### src/rtl/toggle_pulse_gen.sv
// toggle_pulse_gen: timed generator of one-cycle toggle-enable pulses.
// A sequence starts on an accepted start. It then emits t_out every
// P cycles, where P is the latched period and a period of 0 counts as 1.
// Continuous mode runs until stop. Burst mode finishes after burst_len
// pulses and signals completion with a one-cycle done.
// Every output is taken straight from a flop.
module toggle_pulse_gen #(
    parameter int WIDTH = 8
) (
    input  logic             clk,
    input  logic             rst_n,
    input  logic             start,
    input  logic             stop,
    input  logic             mode,
    input  logic [WIDTH-1:0] period,
    input  logic [WIDTH-1:0] burst_len,
    output logic             t_out,
    output logic             busy,
    output logic             done,
    output logic [WIDTH-1:0] pulse_cnt
);

    typedef enum logic [1:0] {
        IDLE = 2'd0,
        RUN  = 2'd1,
        DONE = 2'd2
    } state_t;

    localparam logic [WIDTH-1:0] ZERO = {WIDTH{1'b0}};
    localparam logic [WIDTH-1:0] ONE  = {{(WIDTH-1){1'b0}}, 1'b1};

    state_t           state_q, state_d;
    logic [WIDTH-1:0] period_q, period_d;
    logic [WIDTH-1:0] burst_q, burst_d;
    logic             mode_q, mode_d;
    logic [WIDTH-1:0] cyc_q, cyc_d;     // cycles elapsed since the last pulse (or since start)
    logic [WIDTH-1:0] cnt_q, cnt_d;
    logic             t_out_q, t_out_d;
    logic             busy_q, busy_d;
    logic             done_q, done_d;

    // Next-state, latch and registered-output decode
    always_comb begin
        state_d  = state_q;
        period_d = period_q;
        burst_d  = burst_q;
        mode_d   = mode_q;
        cyc_d    = cyc_q;
        cnt_d    = cnt_q;
        t_out_d  = 1'b0;
        done_d   = 1'b0;

        case (state_q)
            IDLE, DONE: begin
                // A simultaneous stop vetoes the start.
                if (start && !stop) begin
                    state_d  = RUN;
                    period_d = (period == ZERO) ? ONE : period;
                    burst_d  = burst_len;
                    mode_d   = mode;
                    cyc_d    = ZERO;
                    cnt_d    = ZERO;
                end else begin
                    state_d = IDLE;
                end
            end
            RUN: begin
                if (stop) begin
                    // Abort: a pulse due on this edge is dropped and the count is held.
                    state_d = IDLE;
                end else if (mode_q && (cnt_q == burst_q)) begin
                    // Burst complete. This check comes first so that burst_len = 0
                    // finishes without emitting any pulse.
                    state_d = DONE;
                    done_d  = 1'b1;
                end else if ((cyc_q + ONE) == period_q) begin
                    t_out_d = 1'b1;
                    cnt_d   = cnt_q + ONE;
                    cyc_d   = ZERO;
                end else begin
                    cyc_d = cyc_q + ONE;
                end
            end
            default: begin
                state_d = IDLE;
            end
        endcase

        busy_d = (state_d == RUN);
    end

    // State, latched parameters, counters and output flops
    always_ff @(posedge clk or negedge rst_n) begin
        if (!rst_n) begin
            state_q  <= IDLE;
            period_q <= ZERO;
            burst_q  <= ZERO;
            mode_q   <= 1'b0;
            cyc_q    <= ZERO;
            cnt_q    <= ZERO;
            t_out_q  <= 1'b0;
            busy_q   <= 1'b0;
            done_q   <= 1'b0;
        end else begin
            state_q  <= state_d;
            period_q <= period_d;
            burst_q  <= burst_d;
            mode_q   <= mode_d;
            cyc_q    <= cyc_d;
            cnt_q    <= cnt_d;
            t_out_q  <= t_out_d;
            busy_q   <= busy_d;
            done_q   <= done_d;
        end
    end

    assign t_out     = t_out_q;
    assign busy      = busy_q;
    assign done      = done_q;
    assign pulse_cnt = cnt_q;

endmodule

### config.mk
export PLATFORM = sky130hd
export DESIGN_NAME = toggle_pulse_gen
export DESIGN_NICKNAME = d
export VERILOG_FILES = /design/src/rtl/toggle_pulse_gen.sv
export SDC_FILE = /design/constraint.sdc
export NUM_CORES = 1
export LEC_CHECK = 0
export BUFFER_PORTS_ARGS = -buffer_cell sky130_fd_sc_hd__buf_2
export CELL_PAD_IN_SITES_DETAIL_PLACEMENT = 1
export CELL_PAD_IN_SITES_GLOBAL_PLACEMENT = 2
export CORE_UTILIZATION = 37
export CTS_BUF_LIST = sky130_fd_sc_hd__clkbuf_4
export CTS_CLUSTER_DIAMETER = 60
export DETAILED_ROUTE_END_ITERATION = 12
export GPL_TIMING_DRIVEN = 0
export PLACE_DENSITY = 0.79
export SLEW_MARGIN = 10
export SYNTH_ARGS = -nofsm -noshare
export SYNTH_HDL_FRONTEND = slang
export SYNTH_SLANG_ARGS = --single-unit
export TNS_END_PERCENT = 5
### constraint.sdc
create_clock -name clk -period 3.2 [get_ports clk]
set_input_delay 0 -clock clk [delete_from_list [all_inputs] [get_ports clk]]
set_output_delay 0 -clock clk [all_outputs]
set_load 0.05 [all_outputs]
==> impl_metrics.csv, run 1 <==
group,metric,value,unit
critical_path,reg2reg_from,"cyc_q[0]",
floorplanning,ios,32,
cells_and_area,layout_common_cells,"dfrtp_1 (38), buf_2 (31), nand2_1 (21), dlygate4sd3_1 (19), nand3_1 (18)",
synthesis,syn_area,1990,sq um
global_route,grt_max_degree,39,
synthesis,yosys.area.top_type_share,0.478,
critical_path,critPathMaxStageDelay,510,ps
synthesis,syn-num-nets,212,
critical_path,path_buf_inv,1,
critical_path,reg2reg_slack,260,ps
synthesis,synth_area_leader_cell,"dfrtp_1",
global_route,grt_overflow,0,
clock_network,hold_buffers,19,
sta,worstMarginPinSlew,860,ps
cells_and_area,final_common_cell,"dfrtp_1",
pwr,peakVddDrop,0.282,mV
cells_and_area,fillCellCount,623,
cells_and_area,diodes,0,
sta,fmax,0.340,GHz
synthesis,synth-edff-count,0,
clock_network,cts_buffer_depth,2,
place,gp_congestion,0.781,
clock_network,clkTransAtPathRegs,130,ps
pwr,power.density,660,nW/um^2
place,io_buffers,31,
synthesis,ys_types,37,
sta,rsz0062_at_grt,"no",
sta,holdWs,293,ps
clock_network,cts_resized,0,
drt,vias_per_cell,5.29,
critical_path,crit_chain,"ha_1 > nand3_4 > or3_1 > a211o_1 > or4b_4 > buf_6 > or4_1 > nand3_1",
drt,firstDrtPassIters,4,
clock_network,cts_buffers,5,
sta,finalCritPeriodShare,0.920,
drt,wl,5080,um
synthesis,synth_seq_area_share,0.478,
synthesis,ys_ff_latch,38,
floorplanning,fp.dieW,75.4,um
outcome,status,"finished clean",
synthesis,synth-simple-area-share,0.203,
clock_network,cts_setup_buffers,0,
sta,slew_headroom,0.426,
floorplanning,dieArea,5680,sq um
global_route,use_met3,0.0410,
cells_and_area,multi_input_area,968,sq um
synthesis,syn_inst,189,
synthesis,avgSynthCellArea,10.5,sq um
synthesis,async_reset_ff_frac,1.00,
sta,hold_violations,0,
global_route,grt.busiest_layer,"met2",
critical_path,start_kind,"flip-flop",
floorplanning,initial_core_util,0.387,
drt,vias,1672,
critical_path,crit_fanout,10,
place,hpwl,3560,um
global_route,grtUsageMet1,0.278,
critical_path,r2r-end,"pulse_cnt[4]",
cells_and_area,finalNetCount,269,
critical_path,reg2regPathDepth,8,
global_route,grt_pass1_vias,1691,
clock_network,insertion_delay,340,ps
drt,final_antenna_net_count,0,
pwr,leakagePower,0.00106,uW
drt,wl_per_cell,16.1,um
critical_path,cp.arrival,3230,ps
synthesis,synth-compound-area-share,0.0962,
drt,drc,0,
cells_and_area,syn2layout_area_growth,24.4,%
sta,fin_skew,15.2,ps
synthesis,synth-adder-area-share,0.0126,
sta,finalSetupViolations,0,
clock_network,htree_num_levels,2,
cells_and_area,final_util,0.482,
cells_and_area,seqCellArea,951,sq um
cells_and_area,drive_above_1_share,0.260,
global_route,grt.total_usage,0.205,
critical_path,cp_slowest_cell,"dfrtp_1",
global_route,grt.met2_usage,0.342,
clock_network,clock-root-buffer,"clkbuf_4",
min_path,min_path_type,"in -> async",
synthesis,synth_area_leaders,"dfrtp_1 (48%), mux2_2 (9.1%), xnor2_1 (5.3%)",
sta,slew_violations,0,
flow_run,drv_cap,0,
sta,worst_slack,256,ps
sta,post-route-min-period,2940,ps
critical_path,timing.setup.critical_path_class,"reg -> reg",
global_route,antenna_found_initial,0,
synthesis,ys_warn_count,0,
critical_path,critical-path-top-delay-family,"simple AND/OR/NAND/NOR gates",
critical_path,worst_setup_path_end_kind,"flip-flop",
sta,tns,0,ps
floorplanning,num_rows,26,
clock_network,tritoncts,"done",
floorplanning,fp.dieH,75.4,um
critical_path,required,3490,ps
global_route,grt_pass1_wl,8520,um
synthesis,yosys-mux-area-fraction,0.0955,
place,dp_slack,271,ps
drt,drtIter0Drc,80,
floorplanning,coreArea,5140,sq um
clock_network,cts.sinks,38,
synthesis,ys.flop_type,"dfrtp_1",
synthesis,synth_top_family_by_area,"simple AND/OR/NAND/NOR gates",
synthesis,synth_xor_area_frac,0.0792,
[layer usage]
layer / wire length, um / vias to the layer above
met1: 2400 / 832
met4: 39 / 0
met3: 194 / 4
met2: 2450 / 38
li1: - / 798
met5: 0 / -
[cell usage after synthesis (3+ instances only)]
cell / count
dfrtp_1: 38
nand2_1: 21
nand3_1: 18
mux2_2: 16
xnor2_1: 12
o311ai_0: 7
inv_1: 6
nor2_1: 6
nor3_1: 6
xor2_1: 6
or4_1: 5
o211ai_1: 4
o21ai_0: 4
or2_2: 4
a21oi_1: 3
clkbuf_1: 3
nand4_1: 3
[how the worst max path moves through the flow]
stage,startpoint,endpoint,slack [ps],depth (start not counted)
floorplan,cyc_q[0],pulse_cnt[4],540,8
global placement,cyc_q[0],pulse_cnt[4],340,8
detailed placement,cyc_q[0],pulse_cnt[4],270,8
CTS,cyc_q[0],pulse_cnt[4],250,8
global route,cyc_q[0],pulse_cnt[5],90,8
finish,cyc_q[0],pulse_cnt[4],260,8
[power breakdown]
| group | internal (uW) | switching (uW) | total (uW) |
|---|---|---|---|
| combinational | 269 | 366 | 635 |
| sequential | 599 | 149 | 747 |
| clock | 90.7 | 161 | 252 |
[flip-flops by register name (all words and copies together) (netlist names)]
signal,flops
burst_q,8
cyc_q,8
period_q,8
pulse_cnt,8
state_q,2
busy,1
done,1
mode_q,1
t_out,1
[area by class of cell]
class                   count  share of cell area
multi-input cells         138               0.391
clock inverters             1             0.00303
well taps                  70              0.0354
plain buffers               7              0.0197
inverters                   6             0.00910
clock buffers               6              0.0182
flip-flops and latches     38               0.384
repair buffers             50               0.139
[cell families (layout without fill, tap and decap cells)]
group,Yosys count,in the layout
compound gates,26,26
xor+xnor,18,18
buf+inv,13,70
fa+ha+maj,2,2
simple gates,75,75
mux,17,17
flops,38,38
[per-stage QoR]
step	cells	instance area (sq um)	total power (uW)
CTS	316	2480	1650
global placement	290	2230	1340
detailed placement	290	2230	1370
finish	316	2480	1630
floorplan	189	1990	1200
global route	316	2480	1750
Power figures use the tool's default switching activity.
==> inputs of run 2 (changes only) <==
--- a/config.mk
+++ b/config.mk
@@ -8,12 +8,12 @@
 export BUFFER_PORTS_ARGS = -buffer_cell sky130_fd_sc_hd__buf_2
 export CELL_PAD_IN_SITES_DETAIL_PLACEMENT = 1
 export CELL_PAD_IN_SITES_GLOBAL_PLACEMENT = 2
-export CORE_UTILIZATION = 37
+export CORE_UTILIZATION = 25
 export CTS_BUF_LIST = sky130_fd_sc_hd__clkbuf_4
-export CTS_CLUSTER_DIAMETER = 60
+export CTS_CLUSTER_DIAMETER = 200
 export DETAILED_ROUTE_END_ITERATION = 12
 export GPL_TIMING_DRIVEN = 0
-export PLACE_DENSITY = 0.79
+export PLACE_DENSITY = 0.56
 export SLEW_MARGIN = 10
 export SYNTH_ARGS = -nofsm -noshare
 export SYNTH_HDL_FRONTEND = slang
==> constraint.sdc (replaced) <==
create_clock -name clk -period 3.2 [get_ports clk]
set_input_delay 0.96 -clock clk [delete_from_list [all_inputs] [get_ports clk]]
set_output_delay 0.96 -clock clk [all_outputs]
set_load 0.05 [all_outputs]
==> impl_metrics.csv, run 2 (same netlist as run 1, synthesis figures left out) <==
group,metric,value,unit
outcome,status,"finished clean",
sta,worstMarginPinSlew,896,ps
critical_path,reg2reg_from,"cyc_q[0]",
cells_and_area,layout.cells.non_filler,330,
floorplanning,fp.dieW,91.2,um
clock_network,clock-root-buffer,"clkbuf_4",
clock_network,cts_setup_buffers,0,
critical_path,critPathMaxStageDelay,560,ps
global_route,grt_pass1_vias,1570,
critical_path,cp.arrival,3270,ps
clock_network,cts.sinks,38,
place,io_buffers,31,
cells_and_area,final_util,0.307,
place,dp_slack,235,ps
clock_network,insertion_delay,350,ps
sta,tns,0,ps
sta,slew_headroom,0.402,
sta,post-route-min-period,2970,ps
sta,finalSetupViolations,0,
global_route,grt_pass1_wl,8630,um
drt,vias_per_cell,4.72,
place,hpwl,3760,um
clock_network,hold_buffers,0,
sta,worst_slack,226,ps
sta,finalCritPeriodShare,0.929,
clock_network,htree_num_levels,2,
cells_and_area,finalNetCount,250,
pwr,clockPowerShare,0.235,
sta,slew_violations,0,
cells_and_area,diodes,0,
place,gp_congestion,0.696,
drt,wl_per_cell,15.4,um
sta,fmax,0.336,GHz
critical_path,reg2reg_slack,230,ps
min_path,min_path_type,"reg -> reg",
clock_network,cts_resized,0,
drt,firstDrtPassIters,4,
critical_path,worst_setup_path_end_kind,"flip-flop",
pwr,seqPwrFrac,0.420,
drt,drc,0,
global_route,grt_overflow,0,
pwr,power.density,746,nW/um^2
sta,rsz0062_at_grt,"no",
min_path,hold_path_depth,1,
critical_path,reg2regPathDepth,8,
floorplanning,fp.dieH,91.2,um
sta,holdWs,529,ps
global_route,antenna_found_initial,0,
floorplanning,ios,32,
critical_path,crit_chain,"ha_1 > nand3_4 > xnor2_1 > nor4_1 > or4b_4 > buf_6 > or4_1 > nand3_1",
critical_path,required,3500,ps
critical_path,r2r-end,"pulse_cnt[4]",
critical_path,cp.depth,8,
pwr,p_int,1090,uW
clock_network,clkTransAtPathRegs,130,ps
pwr,power.switching,678,uW
critical_path,crit_fanout,10,
drt,wl,5090,um
clock_network,cts_buffer_depth,2,
sta,hold_violations,0,
min_path,holdCritStartpoint,"mode_q",
floorplanning,coreArea,7730,sq um
pwr,peakVddDrop,0.263,mV
critical_path,cp_slowest_cell,"or4b_4",
place,dp.cells,322,
pwr,comb_power_share,0.345,
pwr,leakagePower,0.00100,uW
floorplanning,num_rows,32,
global_route,grt.total_usage,0.136,
critical_path,start_kind,"flip-flop",
clock_network,cts_buffers,5,
min_path,hold_end,"mode_q",
critical_path,path_buf_inv,1,
drt,vias,1558,
clock_network,tritoncts,"done",
global_route,grt_max_degree,39,
sta,fin_skew,6.41,ps
critical_path,critical-path-top-delay-family,"simple AND/OR/NAND/NOR gates",
floorplanning,dieArea,8320,sq um
cells_and_area,drive_above_1_share,0.281,
pwr,swShare,0.383,
cells_and_area,final_common_cell,"dfrtp_1",
critical_path,timing.setup.critical_path_class,"reg -> reg",
drt,final_antenna_net_count,0,
drt,drtIter0Drc,65,
flow_run,drv_cap,0,
floorplanning,initial_core_util,0.258,
cells_and_area,layout_common_cells,"dfrtp_1 (38), buf_2 (31), nand2_1 (21), nand3_1 (18), mux2_2 (16)",
cells_and_area,syn2layout_area_growth,19.3,%
-- run 2: how the worst max path moves through the flow --
stage / startpoint / slack (ps) / end
floorplan: cyc_q[0] / 540 / pulse_cnt[4]
global placement: cyc_q[0] / 240 / pulse_cnt[4]
detailed placement: cyc_q[0] / 240 / pulse_cnt[4]
CTS: cyc_q[0] / 210 / pulse_cnt[4]
global route: cyc_q[0] / 40 / pulse_cnt[5]
finish: cyc_q[0] / 230 / pulse_cnt[4]
-- run 2: per-layer routing --
layer	track usage	wire [um]	up-vias
met3	0.0327	169	7
li1	-	-	772
met5	0	0	-
met1	0.199	2620	755
met2	0.194	2220	24
met4	0.0489	76	0
-- run 2: metrics by stage --
step	total power [uW]	cell area, sq um
after floorplan	1200	1990
after global placement	1370	2270
after detailed placement	1380	2270
after CTS	1810	2370
after global routing	1910	2370
final	1770	2370
-- run 2: worst register-to-register path, delay by kind of cell, from the launching register on --
kind / cells / cell delay, ps
and+or+nand+nor: 5 / 1790
DFF: 1 / 520
adders and majority gates: 1 / 310
buffers and inverters: 1 / 160
xor gates and xnor gates: 1 / 150
-- run 2: power by group through the flow --
stage | logic, uW | clock network, uW | registers [uW]
after floorplan | 383 | 0 | 812
after global placement | 617 | 0 | 757
after detailed placement | 620 | 0 | 757
after CTS | 622 | 438 | 747
after global routing | 685 | 453 | 773
final | 611 | 417 | 743
-- run 2: area by class of cell --
| class | count | area, sq um |
|---|---|---|
| plain buffers | 7 | 48.8 |
| flip-flops and latches | 38 | 951 |
| multi-input cells | 138 | 968 |
| repair buffers | 31 | 155 |
| well taps | 102 | 128 |
| fillers | 879 | 5350 |
| clock buffers | 5 | 37.5 |
| clock inverters | 3 | 63.8 |
| inverters | 6 | 22.5 |
==> inputs of run 3 (changes only) <==
--- a/config.mk
+++ b/config.mk
@@ -13,7 +13,7 @@
 export CTS_CLUSTER_DIAMETER = 200
 export DETAILED_ROUTE_END_ITERATION = 12
 export GPL_TIMING_DRIVEN = 0
-export PLACE_DENSITY = 0.56
+export PLACE_DENSITY_LB_ADDON = 0.1
 export SLEW_MARGIN = 10
 export SYNTH_ARGS = -nofsm -noshare
 export SYNTH_HDL_FRONTEND = slang
==> impl_metrics.csv, run 3 (same netlist as run 1, synthesis figures left out) <==
group,metric,value,unit
global_route,grt_overflow,0,
floorplanning,initial_core_util,0.258,
drt,vias,1610,
critical_path,critPathMaxStageDelay,560,ps
sta,finalCritPeriodShare,0.940,
global_route,grt.total_usage,0.133,
global_route,grt_pass1_vias,1651,
clock_network,cts_buffers,5,
drt,drc,0,
clock_network,insertion_delay,350,ps
pwr,peakVddDrop,0.195,mV
drt,vias_per_cell,4.88,
pwr,clockPowerShare,0.204,
critical_path,critical-path-top-delay-family,"simple AND/OR/NAND/NOR gates",
cells_and_area,final_common_cell,"dfrtp_1",
clock_network,cts_setup_buffers,0,
clock_network,cts.sinks,38,
critical_path,timing.setup.critical_path_class,"reg -> reg",
critical_path,cp.arrival,3310,ps
floorplanning,dieArea,8320,sq um
critical_path,crit_fanout,10,
drt,firstDrtPassIters,4,
drt,wl,5170,um
pwr,comb_power_share,0.360,
place,gp_congestion,0.832,
sta,worstMarginPinSlew,870,ps
min_path,min_path_type,"reg -> reg",
clock_network,cts_resized,0,
critical_path,cp_slowest_cell,"or4b_4",
floorplanning,ios,32,
place,hpwl,3960,um
place,dp_slack,209,ps
min_path,holdCritStartpoint,"mode_q",
clock_network,htree_num_levels,2,
cells_and_area,drive_above_1_share,0.285,
clock_network,cts_buffer_depth,2,
cells_and_area,layout_common_cells,"dfrtp_1 (38), buf_2 (31), nand2_1 (21), nand3_1 (18), mux2_2 (16)",
pwr,power.switching,682,uW
sta,fin_skew,11.9,ps
cells_and_area,seqCellArea,951,sq um
critical_path,start_kind,"flip-flop",
drt,drtIter0Drc,74,
critical_path,crit_chain,"ha_1 > nand3_4 > xnor2_1 > nor4_1 > or4b_4 > buf_6 > or4_1 > nand3_1",
pwr,power.density,729,nW/um^2
global_route,grt_max_degree,39,
floorplanning,num_rows,32,
sta,finalSetupViolations,0,
cells_and_area,syn2layout_area_growth,18.4,%
sta,slew_headroom,0.420,
cells_and_area,fillCellCount,892,
critical_path,path_buf_inv,1,
sta,worst_slack,193,ps
pwr,swShare,0.397,
drt,final_antenna_net_count,0,
pwr,leakagePower,0.000994,uW
pwr,p_int,1040,uW
sta,slew_violations,0,
pwr,total_power,1720,uW
clock_network,tritoncts,"done",
cells_and_area,multi_input_area,968,sq um
floorplanning,fp.dieW,91.2,um
flow_run,drv_cap,0,
floorplanning,coreArea,7730,sq um
global_route,antenna_found_initial,0,
critical_path,worst_setup_path_end_kind,"flip-flop",
floorplanning,fp.dieH,91.2,um
cells_and_area,finalNetCount,250,
sta,post-route-min-period,3010,ps
clock_network,hold_buffers,0,
place,io_buffers,31,
sta,hold_violations,0,
clock_network,clkTransAtPathRegs,130,ps
critical_path,crit_start,"cyc_q[0]",
sta,rsz0062_at_grt,"no",
sta,tns,0,ps
clock_network,clock-root-buffer,"clkbuf_4",
critical_path,reg2reg_from,"cyc_q[0]",
critical_path,reg2reg_slack,190,ps
pwr,seqPwrFrac,0.436,
critical_path,required,3500,ps
outcome,status,"finished clean",
sta,fmax,0.333,GHz
drt,wl_per_cell,15.7,um
global_route,grt_pass1_wl,8550,um
cells_and_area,diodes,0,
-- run 3: cell count changes in the layout (fill, tap and decap cells not counted), sizes merged --
cell,previous run,this run
clkbuf,8,10
clkinv,1,0
bufinv,2,1
-- run 3: final timing paths --
| kind | cells past startpoint | to |
|---|---|---|
| max | 8 | pulse_cnt[4] |
| min | 1 | mode_q |
| max reg2reg | 8 | pulse_cnt[4] |
| min reg2reg | 1 | mode_q |
| max in group asynchronous | 1 | pulse_cnt[7] |
| min in group asynchronous | 1 | pulse_cnt[5] |
-- run 3: stage by stage --
| step | utilization | hold slack (ps) | instances | cell area [sq um] |
|---|---|---|---|---|
| after global routing | 0.305 | 565 | 330 | 2360 |
| after global placement | 0.294 | 495 | 322 | 2270 |
| after detailed placement | 0.294 | 512 | 322 | 2270 |
| final | 0.305 | 538 | 330 | 2360 |
| after CTS | 0.305 | 541 | 330 | 2360 |
| after floorplan | - | 480 | 189 | 1990 |
-- run 3: layout make-up --
class | count | share of cell area
clock inverter | 1 | 0.0127
inverter | 6 | 0.00956
multi-input combinational | 138 | 0.411
clock buffer | 7 | 0.0223
sequential | 38 | 0.404
tap | 102 | 0.0542
timing repair buffer | 31 | 0.0659
buffer | 7 | 0.0207
-- run 3: layer usage --
layer / vias up / wire length [um] / global-route usage / part of all wire
li1: 772 / - / - / -
met4: 0 / 66 / 0.0397 / 0.013
met1: 800 / 2560 / 0.183 / 0.50
met3: 7 / 171 / 0.0285 / 0.033
met5: - / 0 / 0 / 0
met2: 31 / 2370 / 0.208 / 0.46
-- run 3: worst register-to-register path, cell delays in order (launching register included) --
cell	delay (ps)
dfrtp_1	530
ha_1	330
nand3_4	140
xnor2_1	150
nor4_1	520
or4b_4	560
buf_6	160
or4_1	470
nand3_1	100
-- run 3: power groups by stage --
stage,logic (uW),registers (uW),clock network (uW)
after floorplan,383,812,0
after global placement,608,755,0
after detailed placement,626,761,0
after CTS,629,752,367
after global routing,683,768,378
final,619,748,350
